File: config.mk
export PLATFORM = sky130hd
export DESIGN_NAME = rotation_aligner_flat
export DESIGN_NICKNAME = d
export VERILOG_FILES = /design/src/rtl/rotation_aligner_if.sv /design/src/rtl/rotation_aligner.sv /design/src/flat_wrapper.sv
export SDC_FILE = /design/constraint.sdc
export NUM_CORES = 1
export LEC_CHECK = 0
export BUFFER_PORTS_ARGS = -buffer_cell sky130_fd_sc_hd__clkbuf_2
export CORE_AREA = 2 2 63 65
export CTS_CLUSTER_SIZE = 8
export DETAILED_ROUTE_END_ITERATION = 10
export DIE_AREA = 0 0 65 67
export PLACE_DENSITY_LB_ADDON = 0.08
export SLEW_MARGIN = 40
export SYNTH_ARGS = -nofsm -noshare
export SYNTH_HDL_FRONTEND = slang
export SYNTH_SLANG_ARGS = --single-unit
File: constraint.sdc
create_clock -name clk -period 1.75 [get_ports clk]
set_input_delay 0.175 -clock clk [delete_from_list [all_inputs] [get_ports clk]]
set_output_delay 0.175 -clock clk [all_outputs]
set_load 0.05 [all_outputs]
File: src/rtl/rotation_aligner_if.sv
// Handshake bundle for the rotation aligner.
// The requester drives search inputs; the aligner returns status and result.
interface rotation_aligner_if #(
  parameter int WIDTH = 8
);
  localparam int CW = $clog2(WIDTH);

  logic             start;
  logic             dir;
  logic [WIDTH-1:0] data_in;
  logic [WIDTH-1:0] pattern;
  logic             busy;
  logic             done;
  logic             found;
  logic [WIDTH-1:0] data_out;
  logic [CW-1:0]    rot_amt;

  modport master (
    output start,
    output dir,
    output data_in,
    output pattern,
    input  busy,
    input  done,
    input  found,
    input  data_out,
    input  rot_amt
  );

  modport slave (
    input  start,
    input  dir,
    input  data_in,
    input  pattern,
    output busy,
    output done,
    output found,
    output data_out,
    output rot_amt
  );
endinterface

File: src/rtl/rotation_aligner.sv
// Recovers word alignment by rotating one bit per cycle
// until the captured word matches the sync pattern.
module rotation_aligner #(
  parameter int WIDTH = 8
) (
  input  logic               clk,
  input  logic               rst,
  rotation_aligner_if.slave  bus
);
  localparam int CW = $clog2(WIDTH);

  typedef enum logic [1:0] {
    IDLE   = 2'd0,
    SEARCH = 2'd1,
    DONE   = 2'd2
  } state_t;

  state_t           state_q, state_d;
  logic [WIDTH-1:0] work_q, work_d;
  logic [WIDTH-1:0] orig_q, orig_d;
  logic [WIDTH-1:0] pat_q, pat_d;
  logic             dir_q, dir_d;
  logic [CW-1:0]    cnt_q, cnt_d;
  logic             found_q, found_d;
  logic [WIDTH-1:0] dout_q, dout_d;
  logic [CW-1:0]    rot_q, rot_d;

  function automatic logic [WIDTH-1:0] rotl(
    input logic [WIDTH-1:0] w
  );
    return {w[WIDTH-2:0], w[WIDTH-1]};
  endfunction

  function automatic logic [WIDTH-1:0] rotr(
    input logic [WIDTH-1:0] w
  );
    return {w[0], w[WIDTH-1:1]};
  endfunction

  always_comb begin
    state_d = state_q;
    work_d  = work_q;
    orig_d  = orig_q;
    pat_d   = pat_q;
    dir_d   = dir_q;
    cnt_d   = cnt_q;
    found_d = found_q;
    dout_d  = dout_q;
    rot_d   = rot_q;
    unique case (state_q)
      IDLE: begin
        if (bus.start) begin
          work_d  = bus.data_in;
          orig_d  = bus.data_in;
          pat_d   = bus.pattern;
          dir_d   = bus.dir;
          cnt_d   = '0;
          found_d = 1'b0;
          dout_d  = '0;
          rot_d   = '0;
          state_d = SEARCH;
        end
      end
      SEARCH: begin
        if (work_q == pat_q) begin
          found_d = 1'b1;
          dout_d  = work_q;
          rot_d   = cnt_q;
          state_d = DONE;
        end else if (cnt_q == CW'(WIDTH-1)) begin
          // last rotation tried: hand back the word as received
          found_d = 1'b0;
          dout_d  = orig_q;
          rot_d   = '0;
          state_d = DONE;
        end else begin
          work_d = dir_q ? rotr(work_q) : rotl(work_q);
          cnt_d  = cnt_q + CW'(1);
        end
      end
      DONE: begin
        state_d = IDLE;
      end
      default: begin
        state_d = IDLE;
      end
    endcase
  end

  always_ff @(posedge clk) begin
    if (!rst) begin
      state_q <= IDLE;
      work_q  <= '0;
      orig_q  <= '0;
      pat_q   <= '0;
      dir_q   <= 1'b0;
      cnt_q   <= '0;
      found_q <= 1'b0;
      dout_q  <= '0;
      rot_q   <= '0;
    end else begin
      state_q <= state_d;
      work_q  <= work_d;
      orig_q  <= orig_d;
      pat_q   <= pat_d;
      dir_q   <= dir_d;
      cnt_q   <= cnt_d;
      found_q <= found_d;
      dout_q  <= dout_d;
      rot_q   <= rot_d;
    end
  end

  assign bus.busy     = (state_q == SEARCH);
  assign bus.done     = (state_q == DONE);
  assign bus.found    = found_q;
  assign bus.data_out = dout_q;
  assign bus.rot_amt  = rot_q;
endmodule
File: src/flat_wrapper.sv
// flat-port wrapper written by rule: the top's interface ports become plain ports
module rotation_aligner_flat 
#(
  parameter int WIDTH = 8
)
  (clk, rst, bus_start, bus_dir, bus_data_in, bus_pattern, bus_busy, bus_done, bus_found, bus_data_out, bus_rot_amt);
  rotation_aligner_if #(.WIDTH(WIDTH)) bus_i ();
  input  logic clk;
  input  logic rst;
  input wire logic [$bits(bus_i.start)-1:0] bus_start;
  input wire logic [$bits(bus_i.dir)-1:0] bus_dir;
  input wire logic [$bits(bus_i.data_in)-1:0] bus_data_in;
  input wire logic [$bits(bus_i.pattern)-1:0] bus_pattern;
  output wire logic [$bits(bus_i.busy)-1:0] bus_busy;
  output wire logic [$bits(bus_i.done)-1:0] bus_done;
  output wire logic [$bits(bus_i.found)-1:0] bus_found;
  output wire logic [$bits(bus_i.data_out)-1:0] bus_data_out;
  output wire logic [$bits(bus_i.rot_amt)-1:0] bus_rot_amt;
  assign bus_i.start = bus_start;
  assign bus_i.dir = bus_dir;
  assign bus_i.data_in = bus_data_in;
  assign bus_i.pattern = bus_pattern;
  assign bus_busy = bus_i.busy;
  assign bus_done = bus_i.done;
  assign bus_found = bus_i.found;
  assign bus_data_out = bus_i.data_out;
  assign bus_rot_amt = bus_i.rot_amt;
  rotation_aligner #(.WIDTH(WIDTH)) u_core (.clk(clk), .rst(rst), .bus(bus_i));
endmodule
* Yosys cells after proc, flatten, opt, wreduce, memory -nomap -nowiden
Index checks and enable logic that the tools add are counted.
** Word-level totals
- Word-level logic and storage cells :: 48
- Bits of input ports :: 20
- Flip-flop bits (word level) :: 42
- Output and inout port bits :: 14
** Operators by class
- Eq/ne operators :: 8
- Add/subtract/negate cells :: 1
- Muxes and demuxes :: 24
- Reduce and logical (&&, ||, !) cells :: 6
** Operators with widths (count)
- 8-bit 2-to-1 mux :: 7
- 8-bit case mux with 2 select lines :: 2
- 3-bit 2-to-1 mux :: 5
- 3-bit case mux with 2 select lines :: 2
- 8-bit equality test :: 1
- 2-bit 2-to-1 mux :: 3
- 2-bit inequality test (second input constant) :: 3
- 2-bit case mux with 2 select lines :: 1
- 2-bit AND reduction :: 2
- 4-bit AND reduction :: 1
- 3-bit by 1-bit adder with 3-bit output (second input constant) :: 1
- 3-bit equality test (second input constant) :: 1
- 1-bit 2-to-1 mux :: 3
- 3-bit by 1-bit inequality test with 1-bit output (second input constant) :: 1
- 3-bit AND reduction :: 1
- 2-bit by 1-bit equality test with 1-bit output (second input constant) :: 1
- 2-bit equality test (second input constant) :: 1
- 2-bit logical NOT :: 1
- 1-bit case mux with 2 select lines :: 1
- 2-bit nonzero test :: 1

* Depth between registers and ports, before layout
- Depth in word-level cells :: 4
- Mapped depth :: 7
- Mapped depth without buffers :: 6

* Least setup slack after synthesis
OpenSTA, ideal clock, no wires.
- Path kind :: reg2reg
- Start point :: register u_core.work_q[1]
- End point :: register u_core.rot_q[1], in the netlist u_core.bus.rot_amt[1]
- Cell stages (with the launch flop) :: 8
- Period minus slack after synthesis :: 1.570 ns
- Path slack :: 0.180 ns
- Setup time :: 0.122 ns
- Data required time :: 1.628 ns
- Arrival time :: 1.448 ns
- Path buffers :: 2
- Cells stage by stage :: dfxtp_1 -> xor2_1 -> nor4_2 -> nand2_1 -> buf_4 -> a21oi_2 -> buf_4 -> o22ai_1
** Between the ends
- Longest elaborated chain between the ends :: 3
- Elaborated cells on any way between the ends :: 5
- Classes of those cells :: eq/ne: 2; mux: 2; reduce/logical: 1
** RTL lines
- start: declaration :: line rotation_aligner.sv:19 : logic [WIDTH-1:0] work_q, work_d;
- start signal: assignment :: line rotation_aligner.sv:103 : work_q <= work_d;
- 8-bit equality test * :: line rotation_aligner.sv:65 : if (work_q == pat_q) begin
- 3-bit by 1-bit inequality test with 1-bit output (no line) or 3-bit 2-to-1 mux (tied branches)
- 3-bit AND reduction (no line) or 3-bit case mux with 2 select lines (tied branches)
- end signal: assignment :: line rotation_aligner.sv:110 : rot_q <= rot_d;
- end: declaration :: line rotation_aligner.sv:26 : logic [CW-1:0] rot_q, rot_d;
Mark *: on every way between the ends. The rest lies on a longest branch, timed or not.
A chain may end at the register's enable or synchronous reset.

* Worst setup path after layout
- Start point :: register u_core.pat_q[6]
- End point :: register u_core.work_q[2]
** Between the ends
- Longest elaborated chain between the ends :: 3
** RTL lines
- start: declaration :: line rotation_aligner.sv:21 : logic [WIDTH-1:0] pat_q, pat_d;
- start signal: assignment :: line rotation_aligner.sv:105 : pat_q <= pat_d;
- 8-bit equality test :: line rotation_aligner.sv:65
- 2-bit inequality test (no line)
- 4-bit AND reduction (no line)
Every way passes these cells.

==> results.yml <==
global_routing:
  antenna_found_initial: 0
  first_global_vias: 1558
  gr-total-overflow: 0
  grtUsageTotal_pct: 22.84
  grt_pass1_wl_um: 7293
  grt_max_degree: 25
route:
  via_per_inst: 5.104
  drt-pass1-iter-count: 4
  routed_wirelength_um: 4349
  vias: 1618
  drt_iter0_drc: 100
  wl_per_cell_um: 13.72
  postRouteAntennaNets: 0
  drc: 0
die:
  core-area_sq_um: 3606
  die-area_sq_um: 4355
  die_height_um: 67
  initial_core_util_pct: 54.37
  num_rows: 22
  ios: 34
  die_x_um: 65
synth:
  yosys_warnings: 0
  muxShareOfSynthArea_pct: 13.78
  ys_ff_latch: 42
  yosysUniqueCellTypes: 22
  synth-seq-area-share_pct: 42.88
  synthSimpleGateAreaFrac_pct: 19.59
  synth_cells: 224
  syn_area_sq_um: 1961
  synth_top_family_by_area: "simple AND/OR/NAND/NOR gates"
  synth_compound_area_share_pct: 15.25
  synth_xor_area_share_pct: 3.574
  syn-num-nets: 246
  synth.avg_cell_area_sq_um: 8.753
  synthAdderAreaFrac_pct: 1.276
layout:
  multi_input_area_sq_um: 1075
  drive_above_1_share_pct: 24.91
  finalNetCount: 290
  fillCellCount: 312
  antenna_cells: 0
  regArea_sq_um: 844.6
  area_delta_synth_final_pct: 23.61
  final_util_pct: 67.21
sta:
  worst_pin_slew_ps: 635.1
  min_period_ps: 1625
  finalWorstSetupSlack_ps: 125.1
  drv_slew: 0
  fin_skew_ps: 5.159
  relSlewSlack_pct: 57.56
  setup_viol: 0
  timing.fmax_ghz: 0.6154
  hold_viol: 0
  period_share_pct: 92.85
run:
  max_cap_violations: 0
cts:
  clockRootBuffer: "clkbuf_8"
  cts.sinks: 42
  cts_tree: "built"
  path_clk_slew_ps: 70
  clock_latency_ps: 310
  cts_max_level: 2
  cts_buffers: 5
  ctsLongestPathBuffers: 2
  ctsHoldBuffers: 0
critical_path:
  cp_cell_sequence: "xor2_1 -> nor4_2 -> nand2_2 -> a21oi_4 -> buf_6 -> mux2i_1"
  crit_buf_inv: 1
  max_stage_delay_ps: 350
  path_max_fanout: 7
  critPathCaptureType: "register"
  cpMaxStageDelayCell: "nor4_2"
  crit_arrival_ps: 1850
  critPathTopFamily: "simple AND/OR/NAND/NOR gates"
  critical_path_class: "register to register"
  cp.required_ps: 1980
  cp-start-kind: "register"
power_and_ir_drop:
  p_leak_nw: 1.081
  vdd_drop_max_v: 0.0006136
  powerDensity_nw_per_um2: 1020
min_path:
  hp-class: "input pin to register"
placement:
  portBuffers: 33
  gp_congestion: 0.8282
  dp_hpwl_um: 3037
  dp_slack_ps: 101.5
outcome:
  status: "finished clean"
## through the flow
step / hold slack [ps] / cells / total power [mW] / instance area [sq um] / setup TNS [ps]
after floorplan: 309.8 / 224 / 1.502 / 1961 / 0
after global placement: 396.6 / 307 / 1.698 / 2261 / 0
after detailed placement: 405.0 / 307 / 1.707 / 2261 / 0
after CTS: 81.46 / 315 / 2.434 / 2371 / 0
after global routing: 82.74 / 317 / 2.592 / 2424 / -7.728
final: 81.50 / 317 / 2.471 / 2424 / 0
## flip-flops by register name, summed over array words and instances (netlist names)
register	flops
u_core.bus.data_out	8
u_core.orig_q	8
u_core.pat_q	8
u_core.work_q	8
u_core.bus.rot_amt	3
u_core.cnt_q	3
u_core.state_q	2
u_core.bus.found	1
u_core.dir_q	1
## where the power goes
part	internal [mW]	total, mW	switching, mW
combinational	0.296	0.650	0.354
sequential	1.03	1.09	0.0576
clock	0.398	0.735	0.337
## path summary, 6_finish.rpt
path              slack, ps        startpoint          endpoint  depth (start not counted)
setup / recovery        130   u_core.pat_q[6]  u_core.work_q[2]                          6
hold / removal           80    bus_pattern[4]   u_core.pat_q[4]                          3
setup reg to reg        130   u_core.pat_q[6]  u_core.work_q[2]                          6
hold reg to reg         450  u_core.orig_q[7]  u_core.orig_q[7]                          2
## worst reg2reg max path, stage by stage (launching register included)
cell and delay, ps:
dfxtp_1 330, xor2_1 170, nor4_2 350, nand2_2 160, a21oi_4 180, buf_6 170, mux2i_1 190
## kinds of logic after synthesis
group                      after synthesis
adders and majority gates                2
muxes                                   27
buffers and inverters                   16
DFF                                     42
and+or+nand+nor                         87
AOI/OAI and AO/OA                       42
xor gates and xnor gates                 8
## synth_stat cells (all sizes together)
cell type  number  share of area [%]
inv             1               0.19
mux2i          27                 14
o22ai          11                3.5
o21bai          1               0.38
nand3b          1               0.38
clkbuf         11                2.1
dfxtp          42                 43
o211ai          8                3.1
and2           10                3.2
o21ai           1               0.26
a21boi         18                6.9
xor2            8                3.6
ha              2                1.3
buf             4                1.3
nand3           3               0.77
a21oi           3                1.1
nor2b           3               0.96
nand2          67                 13
nor2            1               0.19
nor4            2                1.3
## cell usage in the layout (no fill, tap or decap), types with 2 or more instances in the layout
cell	instances
o22ai_1	11
nand2_1	66
clkbuf_2	32
and2_1	10
buf_6	2
buf_4	17
nor2b_1	3
xor2_1	7
clkbuf_8	8
dfxtp_1	41
nand3_1	3
a21boi_1	18
ha_1	2
mux2i_1	27
o211ai_1	8
## routing by layer
metal / GRT usage (%) / vias up / routed length (um)
met3: 6.588 / 7 / 186
li1: - / 858 / -
met1: 28.75 / 720 / 2069
met5: 0 / - / 0
met4: 10.11 / 0 / 74
met2: 36.21 / 33 / 2018
## timing repair
action                     in CTS  in global routing
hold endpoints to repair        0                  0
buffers inserted                0                  2
setup endpoints to repair       0                 11
gates resized for setup         0                  8
## cell type report
class / instances / area share (%)
inverters: 1 / 0.1549
repair buffers: 52 / 13.63
well taps: 48 / 2.478
multi-input cells: 166 / 44.35
clock buffers: 8 / 4.543
flip-flops and latches: 42 / 34.85
No activity file was read; power rests on OpenSTA's default activity.
